$ cat config.mk
export PLATFORM = sky130hd
export DESIGN_NAME = wb_stage_pipe_flat
export DESIGN_NICKNAME = d
export VERILOG_FILES = /design/src/rtl/wb_stage_pipe_if.sv /design/src/rtl/wb_stage_pipe.sv /design/src/flat_wrapper.sv
export SDC_FILE = /design/constraint.sdc
export NUM_CORES = 1
export LEC_CHECK = 0
export BUFFER_PORTS_ARGS = -buffer_cell sky130_fd_sc_hd__buf_2
export CAP_MARGIN = 20
export CORE_MARGIN = 2
export CORE_UTILIZATION = 30
export DETAILED_ROUTE_END_ITERATION = 6
export PLACE_DENSITY_LB_ADDON = 0.2
export RECOVER_POWER = 25
export SLEW_MARGIN = 0
export SYNTH_ARGS = -nofsm -noshare
export SYNTH_HDL_FRONTEND = slang
export SYNTH_SLANG_ARGS = --single-unit
$ cat constraint.sdc
create_clock -name clk -period 2.5 [get_ports clk]
set_input_delay 0.125 -clock clk [delete_from_list [all_inputs] [get_ports clk]]
set_output_delay 0.125 -clock clk [all_outputs]
set_load 0.01 [all_outputs]
$ cat src/rtl/wb_stage_pipe_if.sv
// Writeback-stage bus: upstream result entry, stall/flush controls and the
// register-file write port.
interface wb_stage_pipe_if #(
  parameter int unsigned WIDTH = 32
);
  logic             in_valid;
  logic             in_ready;
  logic             hold;
  logic             flush;
  logic [WIDTH-1:0] data_in;
  logic [1:0]       addr_lo;
  logic [4:0]       rd;
  logic [5:0]       func;
  logic             we;
  logic [4:0]       rd_out;
  logic [WIDTH-1:0] data_out;
  logic             misalign;

  modport master (
    output in_valid, hold, flush, data_in, addr_lo, rd, func,
    input  in_ready, we, rd_out, data_out, misalign
  );

  modport slave (
    input  in_valid, hold, flush, data_in, addr_lo, rd, func,
    output in_ready, we, rd_out, data_out, misalign
  );
endinterface

$ cat src/rtl/wb_stage_pipe.sv
// Writeback stage: load alignment/extension, DEPTH-deep valid-tracked
// pipeline with hold and flush, x0 write suppression, misaligned-load flag
// and a committed-write counter.
// Func encoding: 0 unknown, 1 LUI, 2 AUIPC, 3 JAL, 4 JALR, 5..10 branches,
// 11 LB, 12 LH, 13 LW, 14 LBU, 15 LHU, 16..18 stores, 19..27 ADDI..SRAI,
// 28..37 ADDr..ANDr, 38..63 unknown.
module wb_stage_pipe #(
  parameter int unsigned WIDTH = 32,
  parameter int unsigned DEPTH = 1,
  parameter int unsigned CNT_W = 32
) (
  input  logic             clk,
  input  logic             rst,
  wb_stage_pipe_if.slave   bus,
  output logic [CNT_W-1:0] wr_count
);

  localparam int unsigned LAST = DEPTH - 1;

  localparam logic [5:0] F_LUI  = 6'd1;
  localparam logic [5:0] F_JALR = 6'd4;
  localparam logic [5:0] F_LB   = 6'd11;
  localparam logic [5:0] F_LH   = 6'd12;
  localparam logic [5:0] F_LW   = 6'd13;
  localparam logic [5:0] F_LBU  = 6'd14;
  localparam logic [5:0] F_LHU  = 6'd15;
  localparam logic [5:0] F_ADDI = 6'd19;
  localparam logic [5:0] F_ANDR = 6'd37;

  logic [7:0]       sel_byte;
  logic [15:0]      sel_half;
  logic [WIDTH-1:0] aligned;
  logic             mis_in;
  logic             accept;
  logic             out_writes;

  logic [DEPTH-1:0] vld;
  logic [DEPTH-1:0] mis;
  logic [WIDTH-1:0] dat [DEPTH];
  logic [4:0]       rdq [DEPTH];
  logic [5:0]       fnq [DEPTH];

  // Select and extend load data, and flag misaligned accesses.
  always_comb begin
    sel_byte = bus.data_in[7:0];
    case (bus.addr_lo)
      2'd1:    sel_byte = bus.data_in[15:8];
      2'd2:    sel_byte = bus.data_in[23:16];
      2'd3:    sel_byte = bus.data_in[31:24];
      default: sel_byte = bus.data_in[7:0];
    endcase
    sel_half = bus.addr_lo[1] ? bus.data_in[31:16] : bus.data_in[15:0];
    aligned  = bus.data_in;
    case (bus.func)
      F_LB:    aligned = {{(WIDTH-8){sel_byte[7]}}, sel_byte};
      F_LBU:   aligned = {{(WIDTH-8){1'b0}}, sel_byte};
      F_LH:    aligned = {{(WIDTH-16){sel_half[15]}}, sel_half};
      F_LHU:   aligned = {{(WIDTH-16){1'b0}}, sel_half};
      default: aligned = bus.data_in;
    endcase
    mis_in = (((bus.func == F_LH) || (bus.func == F_LHU)) && bus.addr_lo[0]) ||
             ((bus.func == F_LW) && (bus.addr_lo != 2'd0));
  end

  assign accept = bus.in_valid && !bus.hold && !bus.flush;

  // Stage shift register; flush clears valid bits even while held.
  always_ff @(posedge clk) begin
    if (rst) begin
      vld <= '0;
      mis <= '0;
      for (int k = 0; k < DEPTH; k++) begin
        dat[k] <= '0;
        rdq[k] <= '0;
        fnq[k] <= '0;
      end
    end else begin
      if (!bus.hold) begin
        vld[0] <= accept;
        if (accept) begin
          dat[0] <= aligned;
          rdq[0] <= bus.rd;
          fnq[0] <= bus.func;
          mis[0] <= mis_in;
        end
        for (int k = 1; k < DEPTH; k++) begin
          vld[k] <= vld[k-1];
          mis[k] <= mis[k-1];
          dat[k] <= dat[k-1];
          rdq[k] <= rdq[k-1];
          fnq[k] <= fnq[k-1];
        end
      end
      if (bus.flush) begin
        vld <= '0;
      end
    end
  end

  // Does the output-stage func write the register file.
  always_comb begin
    out_writes = fnq[LAST] inside {[F_LUI:F_JALR], [F_LB:F_LHU], [F_ADDI:F_ANDR]};
  end

  assign bus.in_ready = !bus.hold;
  assign bus.we       = vld[LAST] && !bus.hold && out_writes && (rdq[LAST] != 5'd0);
  assign bus.rd_out   = rdq[LAST];
  assign bus.data_out = dat[LAST];
  assign bus.misalign = vld[LAST] && mis[LAST];

  // Committed-write counter, wraps naturally.
  always_ff @(posedge clk) begin
    if (rst) begin
      wr_count <= '0;
    end else if (bus.we) begin
      wr_count <= wr_count + CNT_W'(1);
    end
  end

endmodule
$ cat src/flat_wrapper.sv
// flat-port wrapper written by rule: the top's interface ports become plain ports
module wb_stage_pipe_flat 
#(
  parameter int unsigned WIDTH = 32,
  parameter int unsigned DEPTH = 1,
  parameter int unsigned CNT_W = 32
)
  (clk, rst, wr_count, bus_in_valid, bus_hold, bus_flush, bus_data_in, bus_addr_lo, bus_rd, bus_func, bus_in_ready, bus_we, bus_rd_out, bus_data_out, bus_misalign);
  wb_stage_pipe_if #(.WIDTH(WIDTH)) bus_i ();
  input  logic clk;
  input  logic rst;
  output logic [CNT_W-1:0] wr_count;
  input wire logic [$bits(bus_i.in_valid)-1:0] bus_in_valid;
  input wire logic [$bits(bus_i.hold)-1:0] bus_hold;
  input wire logic [$bits(bus_i.flush)-1:0] bus_flush;
  input wire logic [$bits(bus_i.data_in)-1:0] bus_data_in;
  input wire logic [$bits(bus_i.addr_lo)-1:0] bus_addr_lo;
  input wire logic [$bits(bus_i.rd)-1:0] bus_rd;
  input wire logic [$bits(bus_i.func)-1:0] bus_func;
  output wire logic [$bits(bus_i.in_ready)-1:0] bus_in_ready;
  output wire logic [$bits(bus_i.we)-1:0] bus_we;
  output wire logic [$bits(bus_i.rd_out)-1:0] bus_rd_out;
  output wire logic [$bits(bus_i.data_out)-1:0] bus_data_out;
  output wire logic [$bits(bus_i.misalign)-1:0] bus_misalign;
  assign bus_i.in_valid = bus_in_valid;
  assign bus_i.hold = bus_hold;
  assign bus_i.flush = bus_flush;
  assign bus_i.data_in = bus_data_in;
  assign bus_i.addr_lo = bus_addr_lo;
  assign bus_i.rd = bus_rd;
  assign bus_i.func = bus_func;
  assign bus_in_ready = bus_i.in_ready;
  assign bus_we = bus_i.we;
  assign bus_rd_out = bus_i.rd_out;
  assign bus_data_out = bus_i.data_out;
  assign bus_misalign = bus_i.misalign;
  wb_stage_pipe #(.WIDTH(WIDTH), .DEPTH(DEPTH), .CNT_W(CNT_W)) u_core (.clk(clk), .rst(rst), .bus(bus_i), .wr_count(wr_count));
endmodule
Word-level counts from Yosys, hierarchy flattened. Memories as Yosys holds them, arrays and structs flattened. Index checks and enable logic that the tools add are counted.

Register bits: 34. RAM bits: 43. Input bits: 50. Memories kept: 3.

$add $sub $neg: 1. Magnitude comparators: 6. Eq/ne operators: 8. Muxes and demuxes: 15. Bitwise logic cells: 1. Reductions and logical operators: 23.

Memory list: u_core.dat (depth 1, width 32, rd ports 1, clocked after memory_dff 0, write ports 1, line wb_stage_pipe.sv:39) `logic [WIDTH-1:0] dat [DEPTH];`; u_core.fnq (depth 1, width 6, rd ports 1, clocked after memory_dff 0, write ports 1, line wb_stage_pipe.sv:41) `logic [5:0] fnq [DEPTH];`; u_core.rdq (depth 1, width 5, rd ports 1, clocked after memory_dff 0, write ports 1, line wb_stage_pipe.sv:40) `logic [4:0] rdq [DEPTH];`.

Operator list (count): 32-bit case mux with 4 select lines (1); 32-bit by 1-bit adder with 32-bit output, second input constant (1); 32-bit two-way mux (1); 32-bit OR reduction (1); 6-bit by 4-bit equality test with 1-bit output, second input constant (5); 8-bit case mux with 3 select lines (1); 16-bit two-way mux (1); 1-bit logical AND (11); 1-bit two-way mux (9); 6-bit by 1-bit greater-or-equal comparator with 1-bit output, second input constant (1); 6-bit by 4-bit greater-or-equal comparator with 1-bit output, second input constant (1); 6-bit by 5-bit greater-or-equal comparator with 1-bit output, second input constant (1); 6-bit by 3-bit <= comparator with 1-bit output, second input constant (1); 6-bit by 4-bit <= comparator with 1-bit output, second input constant (1); 6-bit <= comparator, second input constant (1); 6-bit two-way mux (1); 6-bit OR reduction (1); 5-bit two-way mux (1); 5-bit nonzero test (1); 5-bit OR reduction (1); 2-bit equality test, second input constant (2); 3-bit nonzero test (1); 2-bit by 1-bit equality test with 1-bit output, second input constant (1); 1-bit zero test (2); 5 further kinds (6).

Longest topological paths before layout. Gate-level depths: netlist of the first run.

Depth after elaboration: 9. Depth in mapped cells: 7. Gate-level depth less buffers: 6.

Least setup slack after synthesis of the first run. Ideal clock, no wire load.

Path type: register to register. From: memory u_core.fnq[0][5]. To: register u_core.wr_count[23]. Arrival time: 1.960 ns. Path slack: 0.469 ns. Cell stages (with the launch flop): 7. Period minus slack after synthesis: 2.031 ns. Cell sequence: edfxtp_1 > or4b_1 > o311ai_2 > o21ai_4 > buf_6 > or4_1 > a21oi_1.

Cells in the longest elaborated chain, start to end: 6. Elaborated cells on any way between the ends: 13.

RTL lines: from (decl) (line wb_stage_pipe.sv:41); memory read 1 x 6 bit (*); 6-bit by 1-bit greater-or-equal comparator with 1-bit output (tied with other cells) (line wb_stage_pipe.sv:102) `out_writes = fnq[LAST] inside {[F_LUI:F_JALR], [F_LB:F_LHU], [F_ADDI:F_ANDR]};`; 1-bit logical AND (line wb_stage_pipe.sv:102); 3-bit nonzero test (*) (line wb_stage_pipe.sv:102); 1-bit logical AND (*) (2 in series) (line wb_stage_pipe.sv:106) `assign bus.we = vld[LAST] && !bus.hold && out_writes && (rdq[LAST] != 5'd0);`; to (signal assigned) (line wb_stage_pipe.sv:116) `wr_count <= wr_count + CNT_W'(1);`; to (decl) (line wb_stage_pipe.sv:15) `output logic [CNT_W-1:0] wr_count`.

Mark *: on every way between the ends. The rest lies on a longest branch, timed or not. A chain may end at the register's enable or synchronous reset.

Final worst setup path of the first run.
From: register u_core.wr_count[0]. To: register u_core.wr_count[30].

Cells in the longest elaborated chain, start to end: 1.

RTL lines (line): 32-bit by 1-bit adder with 32-bit output (wb_stage_pipe.sv:116).

Every way passes these cells.

==> summary.md, run 1 <==
| Metric | Value |
|---|---|
| Count of cell types in the netlist | `56` |
| Starting DRT DRC Count | `207` |
| Dpl hpwl | `7720 um` |
| Fillers | `1,289` |
| Initial DRT Pass Iterations | `4` |
| GR Util All Layers | `0.155` |
| Post-CTS sizing | `0` |
| Dpl ws | `0.276 ns` |
| HP Start | `bus_rd[4]` |
| Worst hold path cell count | `2` |
| Placed Area | `0.00469 sq mm` |
| Vias | `3,470` |
| Util after Layout | `0.397` |
| Most frequent cells in the layout | `buf_2 (74), a21oi_1 (54), clkbuf_1 (47)` |
| Syn Area/Cell | `9.65 sq um` |
| Layout cells sized above 1 | `0.217` |
| Post-layout min period | `2.24 ns` |
| Commonest non-fill, non-tap cell in the layout | `buf_2` |
| Row count | `41` |
| Yosys Warn Count | `0` |
| Die ar. | `0.0138 sq mm` |
| DR vias/cell | `4.94` |
| Area growth from synthesis to layout | `29.6%` |
| Root Buffer | `clkbuf_16` |
| Remaining DRCs | `0` |
| Max FO, Critical Path | `7` |
| First-pass GRT wire length | `17,200 um` |
| Port bufs | `121` |
| Fin area | `0.00499 sq mm` |
| Final Hold Viols | `0` |
| CTS Buffer Depth | `2` |
| Sequential cell area | `0.00197 sq mm` |
| Max-slew violation count | `0` |
| Routability cong. | `0.797` |
| Crit. End Element | `register` |
| CTS buffer count | `9` |
| Vias in the first global route | `3,349` |
| Die Y-Extent | `117 um` |
| Fin Setup TNS | `0 ns` |
| Initial cell density of the core | `0.306` |
| Nets | `576` |
| CP Data Required Time | `2.77 ns` |
| Final setup margin | `0.258 ns` |
| Tcrit/Tclk final | `0.897` |
| Clk_lat worst skew | `0.34 ns` |
| Antenna Nets Post-Route | `0` |
| Crit path kind | `reg2reg` |
| Status | `finished, final reports clean` |
| Slew margin rel. | `0.386` |
| Hold EP | `u_core.rdq[0][4]$_SDFFCE_PN0P_` |
| H-tree levels | `3` |
| Post-synth EDFFs | `43` |
| Power, Total | `3.14 mW` |
| Post-CTS Setup Bufs | `0` |
| Critical R2R Capture | `u_core.wr_count[30]$_SDFFE_PP0P_` |
| Synth Register Bits | `77` |
| R2R setup slack | `0.26 ns` |
| Clock sink total | `77` |
| Die width | `117 um` |
| Largest net degree at the start of global routing | `39` |
| Initial antenna violation count | `1` |
| Skew final | `0.00606 ns` |
| Reg clk slew, reported paths | `0.06 ns` |
| Syn Inst Count | `399` |
| Worst R2R Start | `u_core.wr_count[0]$_SDFFE_PP0P_` |
| DRT Wirelength | `10,500 um` |
| Cell Pwr Density | `630 mW/mm^2` |
| Area of the multi-input gates | `0.00174 sq mm` |
| Core area | `0.0126 sq mm` |
| Synthesized area | `0.00385 sq mm` |
| Leakage | `1.93 nW` |
| CP startpoint kind | `register` |
| Cell count of the worst reg-to-reg path | `6` |
| TritonCTS clock tree | `done` |
| Synth Flop Type | `edfxtp_1` |
| WL per Instance | `15.0 um` |
| # Max-Cap Violations | `0` |
| Max Clock Freq | `0.446 GHz` |
| Register area share after synthesis | `0.512` |
| Grt ovf | `0` |
| I/O Pins | `122` |
| Worst Hold Class | `in2reg` |
| Least-Margin Pin Slew | `0.917 ns` |
| Async SR Flop Fraction | `0` |
| Final Setup Violations | `0` |
| RSZ-0062 raised after global routing | `false` |
| Syn_nets | `450` |
| VDD IR max | `0.369 mV` |
| WP data arrival | `2.51 ns` |
==> what timing repair did <==
item                                    4_1_cts  5_1_grt
endpoints found under the hold margin         1        0
endpoints found under the setup margin        0        0
hold buffers                                  1        0
==> routing by layer <==
layer	GRT usage	wire length [um]	vias to the layer above
met3	0.0564	627	4
li1	-	-	1751
met2	0.243	4930	74
met4	0.0520	71	0
met1	0.199	4920	1641
met5	0	0	-
==> sequential cells by signal, indices dropped and copies added (netlist names) <==
signal	flops
u_core.dat	32
u_core.wr_count	32
u_core.fnq	6
u_core.rdq	5
u_core.mis	1
u_core.vld	1
==> cells by family (layout without fill, tap and decap cells) <==
| kind of cell | after synthesis | count (layout) | share of synthesized area |
|---|---|---|---|
| AOI/OAI and AO/OA | 124 | 124 | 0.200 |
| xor gates and xnor gates | 5 | 5 | 0.0114 |
| adders and majority gates | 1 | 1 | 0.00325 |
| buffers and inverters | 37 | 168 | 0.0387 |
| DFF | 77 | 77 | 0.512 |
| muxes | 10 | 10 | 0.0296 |
| other | 0 | 1 | 0 |
| and+or+nand+nor | 145 | 145 | 0.205 |
==> Yosys cell counts, drive strengths merged (2+ instances only) <==
cell type  count  area share
o21a           2      0.0039
or2            2      0.0032
o31ai          7       0.014
o21ai         24       0.034
nand2b         4      0.0065
or3           17       0.028
nor4           4      0.0081
nand2         37       0.036
nand3         13       0.017
buf            4      0.0065
o41ai          2      0.0045
or4b           2      0.0052
or4            8       0.016
dfxtp         34        0.18
nor3b          2      0.0039
and2          12       0.019
nor3           5      0.0065
xor2           4      0.0091
a22oi          9       0.018
inv           17       0.017
edfxtp        43        0.34
and3           7       0.011
a22o           7       0.016
o22ai          7       0.011
mux2i          8       0.021
nor2b          3      0.0049
nor2          18       0.018
nand4          7       0.013
clkbuf        16       0.016
a21oi         54       0.070
==> through the flow <==
| step | hold slack (ns) | cells |
|---|---|---|
| 2_1_floorplan | 0.203 | 399 |
| 3_3_place_gp | 0.343 | 685 |
| 3_5_place_dp | 0.350 | 685 |
| 4_1_cts | 0.0556 | 702 |
| 5_1_grt | 0.0599 | 702 |
| 6_report | 0.0696 | 703 |
==> power by group <==
part | switching, mW | internal [mW] | total (mW)
combinational | 0.179 | 0.101 | 0.280
sequential | 0.0216 | 1.39 | 1.41
clock | 0.508 | 0.941 | 1.45
==> worst max path at each step <==
stage / startpoint / endpoint / cells past startpoint
2_1_floorplan: u_core.fnq[0][5]$_SDFFCE_PN0P_ / u_core.wr_count[23]$_SDFFE_PP0P_ / 6
3_5_place_dp: u_core.wr_count[0]$_SDFFE_PP0P_ / u_core.wr_count[28]$_SDFFE_PP0P_ / 6
3_3_place_gp: u_core.fnq[0][5]$_SDFFCE_PN0P_ / u_core.wr_count[23]$_SDFFE_PP0P_ / 5
5_1_grt: u_core.wr_count[0]$_SDFFE_PP0P_ / u_core.wr_count[28]$_SDFFE_PP0P_ / 6
4_1_cts: u_core.wr_count[0]$_SDFFE_PP0P_ / u_core.wr_count[28]$_SDFFE_PP0P_ / 6
6_report: u_core.wr_count[0]$_SDFFE_PP0P_ / u_core.wr_count[30]$_SDFFE_PP0P_ / 6
==> critical path, cell delays in order (launching register included) <==
cell      delay (ns)
dfxtp_1         0.45
ha_1            0.30
nand4b_1        0.16
nor4_2          0.39
nand2_1         0.22
or4_1           0.51
a21oi_1         0.15
==> area by class of cell <==
| type | count | share of cell area |
|---|---|---|
| sequential | 77 | 0.395 |
| clock buffer | 16 | 0.0695 |
| inverter | 17 | 0.0128 |
| antenna | 1 | 0.000502 |
| timing repair buffer | 135 | 0.131 |
| tap | 172 | 0.0431 |
| multi-input combinational | 285 | 0.348 |
Note: power is estimated with default switching activity, not from simulation.
==> inputs of run 2 (changes only) <==
RECOVER_POWER = 100   (was 25)
==> summary.md, run 2 (synthesis results as in run 1) <==
| Metric | Value |
|---|---|
| Clk_lat worst skew | `0.34 ns` |
| Clock sink total | `77` |
| DRT Wirelength | `10,600 um` |
| Area growth from synthesis to layout | `28.2%` |
| Layout cells sized above 1 | `0.162` |
| # Max-Cap Violations | `0` |
| Placed instance count | `685` |
| Reg clk slew, reported paths | `0.06 ns` |
| Final Hold Viols | `0` |
| Starting DRT DRC Count | `215` |
| Cts hold-fix bufs | `1` |
| Final Setup Violations | `0` |
| Critical-path cell list | `or4b_1 -> o311ai_2 -> o21ai_0 -> clkbuf_1 -> inv_1 -> buf_2` |
| Placed Area | `0.00469 sq mm` |
| Vias | `3,485` |
| Max Clock Freq | `0.436 GHz` |
| Fin Setup TNS | `0 ns` |
| Crit path kind | `reg2out` |
| Slowest cell on the critical path | `or4b_1` |
| WP data arrival | `2.17 ns` |
| CTS Buffer Depth | `2` |
| Tcrit/Tclk final | `0.917` |
| Port bufs | `121` |
| CP startpoint kind | `register` |
| Final hold slack | `0.0691 ns` |
| Hold EP | `u_core.rdq[0][4]$_SDFFCE_PN0P_` |
| Status | `finished, final reports clean` |
| Max-slew violation count | `0` |
| Initial antenna violation count | `1` |
| Crit. End Element | `output pin` |
| Least-Margin Pin Slew | `0.938 ns` |
| Worst Hold Class | `in2reg` |
| First-pass GRT wire length | `17,200 um` |
| Routability cong. | `0.797` |
| Grt ovf | `0` |
| Nets | `576` |
| RSZ-0062 raised after global routing | `false` |
| Core area | `0.0126 sq mm` |
| Most frequent cells in the layout | `clkbuf_1 (76), a21oi_1 (54), buf_2 (49)` |
| Leakage | `1.80 nW` |
| Die ar. | `0.0138 sq mm` |
| Root Buffer | `clkbuf_16` |
| R2R setup slack | `0.25 ns` |
| Remaining DRCs | `0` |
| I/O Pins | `122` |
| Slew margin rel. | `0.371` |
| Fin cells | `703` |
| Fin area | `0.00494 sq mm` |
| Die Y-Extent | `117 um` |
| Largest stage delay on the critical path | `0.56 ns` |
| Critical R2R Capture | `u_core.wr_count[3]$_SDFFE_PP0P_` |
| Initial cell density of the core | `0.306` |
| Worst hold path cell count | `2` |
| WL per Instance | `15.0 um` |
| Worst R2R Start | `u_core.fnq[0][5]$_SDFFCE_PN0P_` |
| TritonCTS clock tree | `done` |
| Max FO, Critical Path | `11` |
| Cell Pwr Density | `636 mW/mm^2` |
| CTS buffer count | `9` |
| Row count | `41` |
| Util after Layout | `0.393` |
| Cell count of the worst reg-to-reg path | `6` |
| Initial DRT Pass Iterations | `4` |
| Post-layout min period | `2.29 ns` |
| Skew final | `0.00642 ns` |
| Die width | `117 um` |
| Post-CTS sizing | `0` |
| Post-CTS Setup Bufs | `0` |
| DR vias/cell | `4.96` |
| Largest net degree at the start of global routing | `39` |
| GR Util All Layers | `0.155` |
| Dpl hpwl | `7720 um` |
| Vias in the first global route | `3,349` |
| HP Start | `bus_rd[4]` |
| Biggest registers after layout | `u_core.dat (32), u_core.wr_count (32), u_core.fnq (6)` |
| H-tree levels | `3` |
| CP Data Required Time | `2.38 ns` |
| VDD IR max | `0.369 mV` |
| Commonest non-fill, non-tap cell in the layout | `clkbuf_1` |
| Antenna Nets Post-Route | `0` |
run 2: cell count changes in the layout (fill, tap and decap cells not counted), sizes merged:
| cell | previous run | this run |
|---|---|---|
| buf | 87 | 56 |
| clkbuf | 63 | 94 |
run 2: worst max-delay path, delay by kind of cell (launching register included):
kind	cells	cell delay (ns)
flops	1	0.43
buf+inv	3	0.45
simple gates	1	0.56
compound gates	2	0.40
run 2: report_power, final:
part / internal (mW) / total (mW) / switching (mW)
Sequential: 1.39 / 1.41 / 0.0216
Clock: 0.941 / 1.45 / 0.510
Combinational: 0.0985 / 0.277 / 0.178
Total: 2.43 / 3.14 / 0.710
run 2: worst max-delay path by stage:
stage,startpoint,end,slack (ns),cells past startpoint
5_1_grt,u_core.fnq[0][5]$_SDFFCE_PN0P_,bus_we,0.05,6
6_report,u_core.fnq[0][5]$_SDFFCE_PN0P_,bus_we,0.21,6
3_3_place_gp,u_core.fnq[0][5]$_SDFFCE_PN0P_,u_core.wr_count[23]$_SDFFE_PP0P_,0.35,5
4_1_cts,u_core.wr_count[0]$_SDFFE_PP0P_,u_core.wr_count[28]$_SDFFE_PP0P_,0.27,6
3_5_place_dp,u_core.wr_count[0]$_SDFFE_PP0P_,u_core.wr_count[28]$_SDFFE_PP0P_,0.28,6
2_1_floorplan,u_core.fnq[0][5]$_SDFFCE_PN0P_,u_core.wr_count[23]$_SDFFE_PP0P_,0.47,6
run 2: area by class of cell:
cell class | count | area, sq um
Multi-Input combinational cell | 285 | 1740
Tap cell | 172 | 215
Timing Repair Buffer | 135 | 603
Inverter | 17 | 63.8
Fill cell | 1301 | 7630
Clock buffer | 16 | 347
Antenna cell | 1 | 2.50
Sequential cell | 77 | 1970
run 2: through the flow:
| step | power [mW] | setup WS [ns] |
|---|---|---|
| after floorplan | 1.60 | 0.469 |
| after global placement | 1.73 | 0.351 |
| after detailed placement | 1.73 | 0.276 |
| after CTS | 3.20 | 0.267 |
| after global routing | 3.27 | 0.0469 |
| final | 3.14 | 0.208 |
run 2: per-layer routing:
metal	up-vias	global-route usage	wire length, um
met5	-	0	0
met4	0	0.0520	139
met3	10	0.0564	696
met2	81	0.243	4820
li1	1749	-	-
met1	1645	0.199	4910
